### src/rtl/clock_pkg.sv
// Shared definitions for the time-of-day core: set-mode encoding, field widths
// and the default wrap limits of each time field.
package clock_pkg;

    typedef enum logic [1:0] {
        RUN      = 2'd0,
        SET_DAY  = 2'd1,
        SET_HOUR = 2'd2,
        SET_MIN  = 2'd3
    } mode_t;

    localparam int SEC_W  = 6;
    localparam int MIN_W  = 6;
    localparam int HOUR_W = 5;
    localparam int DAY_W  = 3;

    localparam int SEC_MAX_DEF  = 59;
    localparam int MIN_MAX_DEF  = 59;
    localparam int HOUR_MAX_DEF = 23;
    localparam int DAY_MAX_DEF  = 6;

endpackage

### src/rtl/mod_counter.sv
// Modulo-(MAX+1) counter with synchronous clear; wrap flags the increment
// that takes the value from MAX back to 0, so callers can chain carries.
module mod_counter #(
    parameter int WIDTH = 6,
    parameter int MAX   = 59
) (
    input  logic             clk,
    input  logic             reset,
    input  logic             inc,
    input  logic             clr,
    output logic [WIDTH-1:0] value,
    output logic             wrap
);

    localparam logic [WIDTH-1:0] MAX_V = WIDTH'(MAX);

    logic [WIDTH-1:0] value_reg;

    assign wrap  = inc && (value_reg == MAX_V);
    assign value = value_reg;

    // Clear beats increment: the caller relies on this when a tick and a
    // mode change land together, while wrap still reports the tick's carry.
    always_ff @(posedge clk or posedge reset) begin
        if (reset) begin
            value_reg <= '0;
        end else if (clr) begin
            value_reg <= '0;
        end else if (inc) begin
            value_reg <= wrap ? '0 : value_reg + WIDTH'(1);
        end
    end

endmodule

### src/rtl/clock_keeper.sv
// Time-of-day core: seconds/minutes/hours/day-of-week carry chain driven by a
// 1 Hz tick, plus the mode/increment button set-mode state machine.
module clock_keeper
    import clock_pkg::*;
#(
    parameter int SEC_MAX  = SEC_MAX_DEF,
    parameter int MIN_MAX  = MIN_MAX_DEF,
    parameter int HOUR_MAX = HOUR_MAX_DEF,
    parameter int DAY_MAX  = DAY_MAX_DEF
) (
    input  logic              clk,
    input  logic              reset,
    input  logic              tick_1hz,
    input  logic              mode_btn,
    input  logic              inc_btn,
    output logic [SEC_W-1:0]  sec,
    output logic [MIN_W-1:0]  min,
    output logic [HOUR_W-1:0] hour,
    output logic [DAY_W-1:0]  day,
    output logic [1:0]        mode,
    output logic              blink,
    output logic              day_rollover
);

    mode_t state_reg, state_next;
    logic  blink_reg, blink_next;
    logic  rollover_reg, rollover_next;

    logic  run;
    logic  set_inc;
    logic  sec_inc, sec_clr, sec_wrap;
    logic  min_inc, min_wrap;
    logic  hour_inc, hour_wrap;
    logic  day_inc;
    logic  unused_day_wrap;

    assign run     = (state_reg == RUN);
    // A mode press on the same cycle swallows the increment.
    assign set_inc = inc_btn && !mode_btn;

    assign sec_inc  = run && tick_1hz;
    assign sec_clr  = run && mode_btn;
    assign min_inc  = run ? sec_wrap  : (set_inc && state_reg == SET_MIN);
    assign hour_inc = run ? min_wrap  : (set_inc && state_reg == SET_HOUR);
    assign day_inc  = run ? hour_wrap : (set_inc && state_reg == SET_DAY);

    mod_counter #(.WIDTH(SEC_W), .MAX(SEC_MAX)) u_sec (
        .clk   (clk),
        .reset (reset),
        .inc   (sec_inc),
        .clr   (sec_clr),
        .value (sec),
        .wrap  (sec_wrap)
    );

    mod_counter #(.WIDTH(MIN_W), .MAX(MIN_MAX)) u_min (
        .clk   (clk),
        .reset (reset),
        .inc   (min_inc),
        .clr   (1'b0),
        .value (min),
        .wrap  (min_wrap)
    );

    mod_counter #(.WIDTH(HOUR_W), .MAX(HOUR_MAX)) u_hour (
        .clk   (clk),
        .reset (reset),
        .inc   (hour_inc),
        .clr   (1'b0),
        .value (hour),
        .wrap  (hour_wrap)
    );

    // The week wrap has no consumer; every carry-driven day step is reported.
    mod_counter #(.WIDTH(DAY_W), .MAX(DAY_MAX)) u_day (
        .clk   (clk),
        .reset (reset),
        .inc   (day_inc),
        .clr   (1'b0),
        .value (day),
        .wrap  (unused_day_wrap)
    );

    always_ff @(posedge clk or posedge reset) begin
        if (reset) begin
            state_reg    <= RUN;
            blink_reg    <= 1'b0;
            rollover_reg <= 1'b0;
        end else begin
            state_reg    <= state_next;
            blink_reg    <= blink_next;
            rollover_reg <= rollover_next;
        end
    end

    always_comb begin
        state_next    = state_reg;
        blink_next    = blink_reg;
        rollover_next = run && hour_wrap;

        if (mode_btn) begin
            blink_next = 1'b0;
            case (state_reg)
                RUN:      state_next = SET_DAY;
                SET_DAY:  state_next = SET_HOUR;
                SET_HOUR: state_next = SET_MIN;
                default:  state_next = RUN;
            endcase
        end else if (run) begin
            blink_next = 1'b0;
        end else if (tick_1hz) begin
            blink_next = ~blink_reg;
        end
    end

    assign mode         = state_reg;
    assign blink        = blink_reg;
    assign day_rollover = rollover_reg;

endmodule
### config.mk
export PLATFORM = sky130hd
export DESIGN_NAME = clock_keeper
export DESIGN_NICKNAME = d
export VERILOG_FILES = /design/src/rtl/clock_pkg.sv /design/src/rtl/mod_counter.sv /design/src/rtl/clock_keeper.sv
export SDC_FILE = /design/constraint.sdc
export NUM_CORES = 1
export LEC_CHECK = 0
export BUFFER_PORTS_ARGS = -buffer_cell sky130_fd_sc_hd__buf_2
export CAP_MARGIN = 10
export CORE_AREA = 2 2 62 64
export DETAILED_ROUTE_END_ITERATION = 8
export DIE_AREA = 0 0 64 66
export PLACE_DENSITY = 0.7
export SYNTH_ARGS = -nofsm -noshare
export SYNTH_HDL_FRONTEND = slang
export SYNTH_SLANG_ARGS = --single-unit
### constraint.sdc
create_clock -name clk -period 2.35 [get_ports clk]
set_input_delay 0.47 -clock clk [delete_from_list [all_inputs] [get_ports clk]]
set_output_delay 0.47 -clock clk [all_outputs]
set_load 0.02 [all_outputs]
==> results of run 1 <==
## kinds of logic (layout without fill, tap and decap cells)
logic type,after synthesis,after routing,share of synthesized area [%]
adder cells (fa/ha/maj),9,9,8.29
buffers and inverters,11,40,3.22
multiplexers,7,7,7.09
XOR/XNOR,4,4,2.58
AND/OR/NAND/NOR,47,47,19.2
flip-flops,24,24,44.2
AO/OA/AOI/OAI,33,33,15.5
## stage by stage
step | std cells | hold WS [ns] | worst slack [ns] | area (sq um) | util, %
after floorplan | 135 | 0.485 | 0.427 | 1360 | -
after global routing | 212 | 0.216 | 0.159 | 1580 | 44.4
after global placement | 209 | 0.517 | 0.434 | 1550 | 43.7
after detailed placement | 209 | 0.527 | 0.345 | 1550 | 43.7
final | 212 | 0.181 | 0.308 | 1580 | 44.4
after CTS | 212 | 0.183 | 0.325 | 1580 | 44.4
## power by group through the flow
stage	clock network [mW]	registers [mW]	logic, mW
after global placement	0	0.643	0.629
after global routing	0.205	0.673	0.731
after detailed placement	0	0.656	0.662
final	0.177	0.650	0.653
after floorplan	0	0.767	0.333
after CTS	0.187	0.650	0.660
## final timing paths
check,startpoint,to,slack [ns],cells past startpoint
worst max-delay path,mode[1],u_day.value[1],0.31,6
worst min-delay path,reset,u_hour.value[0],0.18,3
worst max register to register,mode[1],u_day.value[1],0.31,6
worst min register to register,u_min.value[1],u_min.value[1],0.55,2
max in group asynchronous,reset,blink,1.94,3
min in group clk,mode_btn,blink,0.47,2
## cell usage in the layout, fill, tap and decap left out, drive strengths merged, types with 2 or more instances in the layout
master and n:
nor2 9, nand3 5, inv 8, and4b 2, ha 9, xnor2 3
and3 2, nand2 16, nand3b 2, clkbuf 3, o21a 2, a21oi 7
o21ai 13, dfrtp 24, o211ai 2, nand4 2, buf 29, nor3 2
mux2 6, and4 2
## final cells by class
cell class,instances,area [sq um]
Sequential cell,24,601
Tap cell,48,60.1
Clock buffer,3,22.5
Fill cell,342,1980
Timing Repair Buffer,29,148
Multi-Input combinational cell,100,714
Inverter,8,30.0
## per-layer routing
layer	up-vias	routed length, um	track usage [%]
met4	0	48	4.89
met2	23	1260	23.0
met1	531	1320	18.8
li1	542	-	-
met5	-	0	0
met3	6	130	2.73
## worst reg2reg max path: stages, from the launching register on
cell and delay (ns):
dfrtp_1 0.43, inv_1 0.11, ha_1 0.39, and4b_4 0.34
nand3_2 0.10, o21a_1 0.26, mux2_4 0.31
==> results.yml, run 1 <==
run_status:
  status: "completed"
layout:
  n_antenna_cell: 0
  finish.net_count: 180
  layout-area-overhead-vs-synth_pct: 15.9
  drive_gt1_share_pct: 26.8
cts:
  cts.clk_slew.worst_paths_ns: 0.12
  tritoncts: "yes"
  insertion_delay_ns: 0.31
  postCtsSetupBuffers: 0
  hold_buffers: 0
  root_buffer: "clkbuf_4"
  cts.sinks: 24
  cts_resized: 0
  cts_max_path_buffers: 2
  h-tree-depth: 1
  cts_buffers: 3
power_and_ir_drop:
  power.share.clock_pct: 12.0
  ir_drop_v: 0.000524
  power.total_mw: 1.48
  p_switching_mw: 0.637
  internal-power_mw: 0.843
  power_frac_comb_pct: 44.1
  power.density_nw_per_um2: 939
  p_sw_share_pct: 43.0
  leakage_nw: 0.808
  power.share.sequential_pct: 43.9
logic_synthesis:
  synth_top_area_cell: "dfrtp_1"
  yosys-top-cells-count: "dfrtp_1 (24), nand2_1 (16), o21ai_0 (13)"
  synth_cell_types: 42
  syn_area_sq_um: 1360
  ys_ff_latch: 24
  synth_fp_nets: 149
  synth_edf_count: 0
  ys.flop_type: "dfrtp_1"
  syn_inst: 135
  yosysTopAreaCellShare_pct: 44.2
  ys_seq_area_share_pct: 44.2
  ys_warn_count: 0
  synthArstFlopShare_pct: 100
  synth.area.top_cells: "dfrtp_1 (44%), ha_1 (8.3%), mux2_4 (5.5%), o21ai_0 (4.8%), nand2_1 (4.4%)"
  syn_avg_cell_area_sq_um: 10.1
  synth_most_common_cell: "dfrtp_1"
worst_setup_path:
  cp-end-kind: "flop"
  cp.arrival_ns: 2.25
  cp_top_family: "simple AND/OR/NAND/NOR gates"
  critPathMaxStageDelay_ns: 0.43
  critPathMaxFanout: 11
  path_cells: "inv_1 -> ha_1 -> and4b_4 -> nand3_2 -> o21a_1 -> mux2_4"
  cp-start-kind: "flop"
  cp_num_buf_inv: 1
  cpMaxStageDelayCell: "dfrtp_1"
  worstPathRequired_ns: 2.56
  critical_path_class: "reg -> reg"
placement:
  dp_hpwl_mm: 2.11
  place.gp.congestion: 0.844
  io_buffers: 28
die:
  io_pins: 29
  row_count: 22
  die_h_um: 66
  die-area_sq_um: 4220
  start_util_pct: 38.3
  fp.dieW_um: 64
  core-area_sq_um: 3550
sta:
  max_freq_mhz: 490
  finClkSkew_ns: 0.00221
  hold_viol_final: 0
  rsz0062_at_grt: "no"
  setup_viol: 0
  setup_tns_ns: 0
  drv_slew: 0
  fin_crit_sh_pct: 86.9
  maxSlewHeadroom_pct: 71.8
  tightestPinTransition_ns: 0.423
  min_period_ns: 2.04
grt:
  grt_overflow: 0
  antenna_found_initial: 0
  grt_max_degree: 25
  grt_pass1_wl_mm: 4.75
  first_global_vias: 1035
  grt_usage_pct: 14.2
flow_run:
  cap_violations: 0
worst_hold_path:
  hold_class: "in -> async"
detailed_routing:
  wl_per_cell_um: 13.0
  totalWireLength_mm: 2.75
  ant_nets: 0
  vias: 1102
  drt_pre_antenna_iters: 4
  initialDrtViolationCount: 18
  vias_per_cell: 5.20
  drc_errors: 0
(Power assumes the default switching activity.)
==> run 2, diff against run 1 <==
--- a/config.mk
+++ b/config.mk
@@ -5,12 +5,12 @@
 export SDC_FILE = /design/constraint.sdc
 export NUM_CORES = 1
 export LEC_CHECK = 0
-export BUFFER_PORTS_ARGS = -buffer_cell sky130_fd_sc_hd__buf_2
 export CAP_MARGIN = 10
 export CORE_AREA = 2 2 62 64
 export DETAILED_ROUTE_END_ITERATION = 8
 export DIE_AREA = 0 0 64 66
-export PLACE_DENSITY = 0.7
+export DONT_BUFFER_PORTS = 1
+export PLACE_DENSITY = 0.63
 export SYNTH_ARGS = -nofsm -noshare
 export SYNTH_HDL_FRONTEND = slang
 export SYNTH_SLANG_ARGS = --single-unit
==> results.yml, run 2 (synthesis gave the netlist of run 1 again) <==
detailed_routing:
  vias_per_cell: 5.46
  wl_per_cell_um: 14.5
  vias: 1021
  drc_errors: 0
  totalWireLength_mm: 2.72
  ant_nets: 0
  drt_pre_antenna_iters: 4
  initialDrtViolationCount: 29
layout:
  layout_commonest_cell: "dfrtp_1"
  n_antenna_cell: 0
  layout_common_cells: "dfrtp_1 (24), nand2_1 (16), o21ai_0 (13)"
  layout-area-overhead-vs-synth_pct: 8.93
  fin_area_sq_um: 1480
  drive_gt1_share_pct: 13.7
  finish.net_count: 154
worst_setup_path:
  critical_path_class: "reg -> reg"
  cp_num_buf_inv: 1
  cp-end-kind: "flop"
  critPathMaxStageDelay_ns: 0.50
  critPathMaxFanout: 11
  r2r_cells: 6
  worstPathRequired_ns: 2.57
  path_cells: "inv_1 -> ha_1 -> and4b_4 -> and4_4 -> o211ai_2 -> mux2_4"
  cpMaxStageDelayCell: "dfrtp_1"
  cp-start-kind: "flop"
  cp_top_family: "simple AND/OR/NAND/NOR gates"
  cp.arrival_ns: 2.38
  cp.depth: 6
grt:
  first_global_vias: 1021
  grt_max_degree: 25
  grt_overflow: 0
  antenna_found_initial: 0
  grt_pass1_wl_mm: 4.73
  grt_usage_pct: 14.4
cts:
  cts_buffers: 3
  h-tree-depth: 1
  tritoncts: "yes"
  insertion_delay_ns: 0.32
  postCtsSetupBuffers: 0
  hold_buffers: 0
  root_buffer: "clkbuf_4"
  cts.sinks: 24
  cts_resized: 0
  cts_max_path_buffers: 2
  cts.clk_slew.worst_paths_ns: 0.14
placement:
  io_buffers: 0
  place.gp.congestion: 0.830
  dp_hpwl_mm: 2.07
  place_area_sq_um: 1430
power_and_ir_drop:
  leakage_nw: 0.702
  power.share.sequential_pct: 51.5
  power.density_nw_per_um2: 1020
  internal-power_mw: 0.892
  ir_drop_v: 0.000641
  p_switching_mw: 0.625
  power_frac_comb_pct: 28.6
  power.share.clock_pct: 19.9
  p_sw_share_pct: 41.2
sta:
  finClkSkew_ns: 0.00748
  fin_crit_sh_pct: 91.8
  min_period_ns: 2.16
  setup_tns_ns: 0
  rsz0062_at_grt: "no"
  hold_viol_final: 0
  tightestPinTransition_ns: 0.483
  setup_viol: 0
  max_freq_mhz: 464
  maxSlewHeadroom_pct: 67.8
  drv_slew: 0
die:
  fp.dieW_um: 64
  io_pins: 29
  start_util_pct: 38.3
  core-area_sq_um: 3550
  die-area_sq_um: 4220
  die_h_um: 66
  row_count: 22
flow_run:
  cap_violations: 0
worst_hold_path:
  hold_class: "in -> async"
run_status:
  status: "completed"
==> run 2: area by class of cell <==
class,instances,area (sq um)
clock buffers,3,22.5
clock inverters,1,30.0
fillers,342,2070
inverters,8,30.0
multi-input cells,100,714
flip-flops and latches,24,601
well taps,48,60.1
repair buffers,3,22.5
==> run 2: stage by stage <==
stage / setup slack [ns] / utilization [%] / power (mW) / hold slack [ns] / instances
2_1_floorplan: 0.427 / - / 1.10 / 0.485 / 135
6_report: 0.193 / 41.7 / 1.52 / 0.0614 / 187
3_5_place_dp: 0.195 / 40.2 / 1.23 / 0.433 / 183
4_1_cts: 0.194 / 41.7 / 1.54 / 0.0606 / 187
5_1_grt: 0.0449 / 41.7 / 1.62 / 0.0843 / 187
3_3_place_gp: 0.300 / 40.2 / 1.19 / 0.425 / 183
==> run 2: worst reg2reg max path: stages (launching register included) <==
cell and delay, ns:
dfrtp_1 0.50, inv_1 0.15, ha_1 0.40, and4b_4 0.36, and4_4 0.26, o211ai_2 0.09, mux2_4 0.32
==> run 2: power groups by stage <==
stage | combinational, mW | sequential (mW) | clock [mW]
floorplan | 0.333 | 0.767 | 0
global placement | 0.409 | 0.785 | 0
detailed placement | 0.442 | 0.791 | 0
CTS | 0.442 | 0.784 | 0.310
global route | 0.498 | 0.798 | 0.323
finish | 0.433 | 0.782 | 0.302
==> run 2: final timing paths <==
kind	slack (ns)	from	end
max in group asynchronous	2.05	reset	u_sec.value[5]
setup / recovery	0.19	mode[1]	u_hour.value[4]
hold / removal	0.06	reset	u_hour.value[1]
min in group clk	0.21	mode_btn	blink
hold reg to reg	0.61	mode[0]	mode[0]
setup reg to reg	0.19	mode[1]	u_hour.value[4]
==> run 2: routing by layer <==
layer  part of all wire [%]  global-route usage, %
met1                     42                   16.9
met2                     49                   24.2
met3                    8.6                   6.13
met4                   0.11                   3.26
met5                      0                      0
==> run 3, diff against run 2 <==
--- a/config.mk
+++ b/config.mk
@@ -6,11 +6,11 @@
 export NUM_CORES = 1
 export LEC_CHECK = 0
 export CAP_MARGIN = 10
-export CORE_AREA = 2 2 62 64
+export CORE_AREA = 2 2 56 58
 export DETAILED_ROUTE_END_ITERATION = 8
-export DIE_AREA = 0 0 64 66
+export DIE_AREA = 0 0 58 60
 export DONT_BUFFER_PORTS = 1
-export PLACE_DENSITY = 0.63
+export PLACE_DENSITY = 0.72
 export SYNTH_ARGS = -nofsm -noshare
 export SYNTH_HDL_FRONTEND = slang
 export SYNTH_SLANG_ARGS = --single-unit
==> constraint.sdc (replaced) <==
create_clock -name clk -period 2.5 [get_ports clk]
set_input_delay 0.5 -clock clk [delete_from_list [all_inputs] [get_ports clk]]
set_output_delay 0.5 -clock clk [all_outputs]
set_load 0.02 [all_outputs]
==> results.yml, run 3 (synthesis gave the netlist of run 1 again) <==
power_and_ir_drop:
  power.density_nw_per_um2: 934
  internal-power_mw: 0.755
  p_switching_mw: 0.574
  power.total_mw: 1.33
  power.share.clock_pct: 15.7
  power.share.sequential_pct: 56.3
  ir_drop_v: 0.000483
  power_frac_comb_pct: 28.1
  p_sw_share_pct: 43.2
  leakage_nw: 0.680
cts:
  root_buffer: "clkbuf_4"
  cts.clk_slew.worst_paths_ns: 0.13
  hold_buffers: 0
  insertion_delay_ns: 0.32
  cts_resized: 0
  h-tree-depth: 1
  cts.sinks: 24
  tritoncts: "yes"
  cts_max_path_buffers: 2
  postCtsSetupBuffers: 0
  cts_buffers: 3
worst_setup_path:
  cp.arrival_ns: 2.36
  path_cells: "inv_1 -> ha_1 -> and4b_4 -> and4_4 -> o211ai_2 -> mux2_4"
  cp_top_family: "simple AND/OR/NAND/NOR gates"
  cp.depth: 6
  worstPathRequired_ns: 2.72
  cpMaxStageDelayCell: "dfrtp_1"
  critPathMaxFanout: 11
  critPathMaxStageDelay_ns: 0.50
  cp_num_buf_inv: 1
  r2r_end: "u_hour.value[4]"
  reg2reg_from: "mode[0]"
  rrSetupSlack_ns: 0.36
  critical_path_class: "reg -> reg"
  crit_end: "u_hour.value[4]"
  cp-start-kind: "flop"
  cp-end-kind: "flop"
  r2r_cells: 6
  crit_path_start: "mode[0]"
grt:
  grt_pass1_wl_mm: 4.24
  grt_overflow: 0
  grt_usage_pct: 15.6
  grt_max_degree: 25
  antenna_found_initial: 0
  first_global_vias: 948
placement:
  place.gp.congestion: 0.812
  dpl.cell_count: 165
  dp_hpwl_mm: 1.90
  io_buffers: 0
die:
  start_util_pct: 46.8
  core-area_sq_um: 2900
  io_pins: 29
  die_h_um: 60
  fp.dieW_um: 58
  row_count: 20
  die-area_sq_um: 3480
detailed_routing:
  vias: 994
  drt_pre_antenna_iters: 4
  totalWireLength_mm: 2.53
  initialDrtViolationCount: 9
  wl_per_cell_um: 14.9
  drc_errors: 0
  ant_nets: 0
  vias_per_cell: 5.88
sta:
  drv_slew: 0
  maxSlewHeadroom_pct: 39.6
  fin_crit_sh_pct: 85.7
  tightestPinTransition_ns: 0.905
  setup_viol: 0
  rsz0062_at_grt: "no"
  min_period_ns: 2.14
  max_freq_mhz: 467
  finClkSkew_ns: 0.00413
  hold_viol_final: 0
  setup_tns_ns: 0
layout:
  drive_gt1_share_pct: 11.8
  finish.net_count: 151
  final_cell_count_no_fill: 169
  layout_commonest_cell: "dfrtp_1"
  multi_input_area_sq_um: 714
  layout-area-overhead-vs-synth_pct: 4.70
  fillers: 275
  layout_common_cells: "dfrtp_1 (24), nand2_1 (16), o21ai_0 (13)"
  regArea_sq_um: 601
  n_antenna_cell: 0
flow_run:
  cap_violations: 0
run_status:
  status: "completed"
worst_hold_path:
  hold_class: "in -> reg"
run 3: changes by cell type in the layout (fill, tap and decap cells not counted), sizes merged:
cell,change
buf,-3
bufinv,-1
clkbuf,+1
run 3: how the worst min path moves through the flow:
| stage | start | endpoint | slack, ns | cells past startpoint |
|---|---|---|---|---|
| after floorplan | reset | blink | 0.51 | 1 |
| after global placement | mode_btn | blink | 0.58 | 1 |
| after detailed placement | mode_btn | blink | 0.58 | 1 |
| after CTS | mode_btn | blink | 0.23 | 1 |
| after global routing | mode_btn | blink | 0.23 | 1 |
| final | mode_btn | blink | 0.23 | 1 |
run 3: stage by stage:
step                      setup WS, ns  area [sq um]  util (%)  hold slack (ns)
after floorplan                  0.577          1360         -            0.515
after global placement           0.451          1390      47.8            0.581
after detailed placement         0.372          1390      47.8            0.577
after CTS                        0.343          1420      49.0            0.233
after global routing             0.277          1420      49.0            0.229
final                            0.357          1420      49.0            0.234
run 3: power groups by stage:
stage	registers [mW]	clock network (mW)	logic [mW]
floorplan	0.721	0	0.313
global placement	0.750	0	0.350
detailed placement	0.758	0	0.376
CTS	0.749	0.212	0.382
global route	0.772	0.227	0.426
finish	0.747	0.209	0.373
run 3: routing by layer:
metal  track usage (%)  part of all wire, %  wire length, um
met5                 0                    0                0
met4              4.98                  1.1               29
met3              5.19                  5.4              136
met2              26.0                   48             1220
met1              19.1                   45             1140
run 3: cell type report:
type	count	share of cell area, %
tap	33	2.90
sequential	24	42.2
inverter	8	2.11
multi-input combinational	100	50.2
clock buffer	4	2.55
run 3: worst register-to-register path, stage by stage (launching register included):
cell and delay [ns]:
dfrtp_1 0.50, inv_1 0.15, ha_1 0.39, and4b_4 0.35, and4_4 0.26, o211ai_2 0.09, mux2_4 0.31
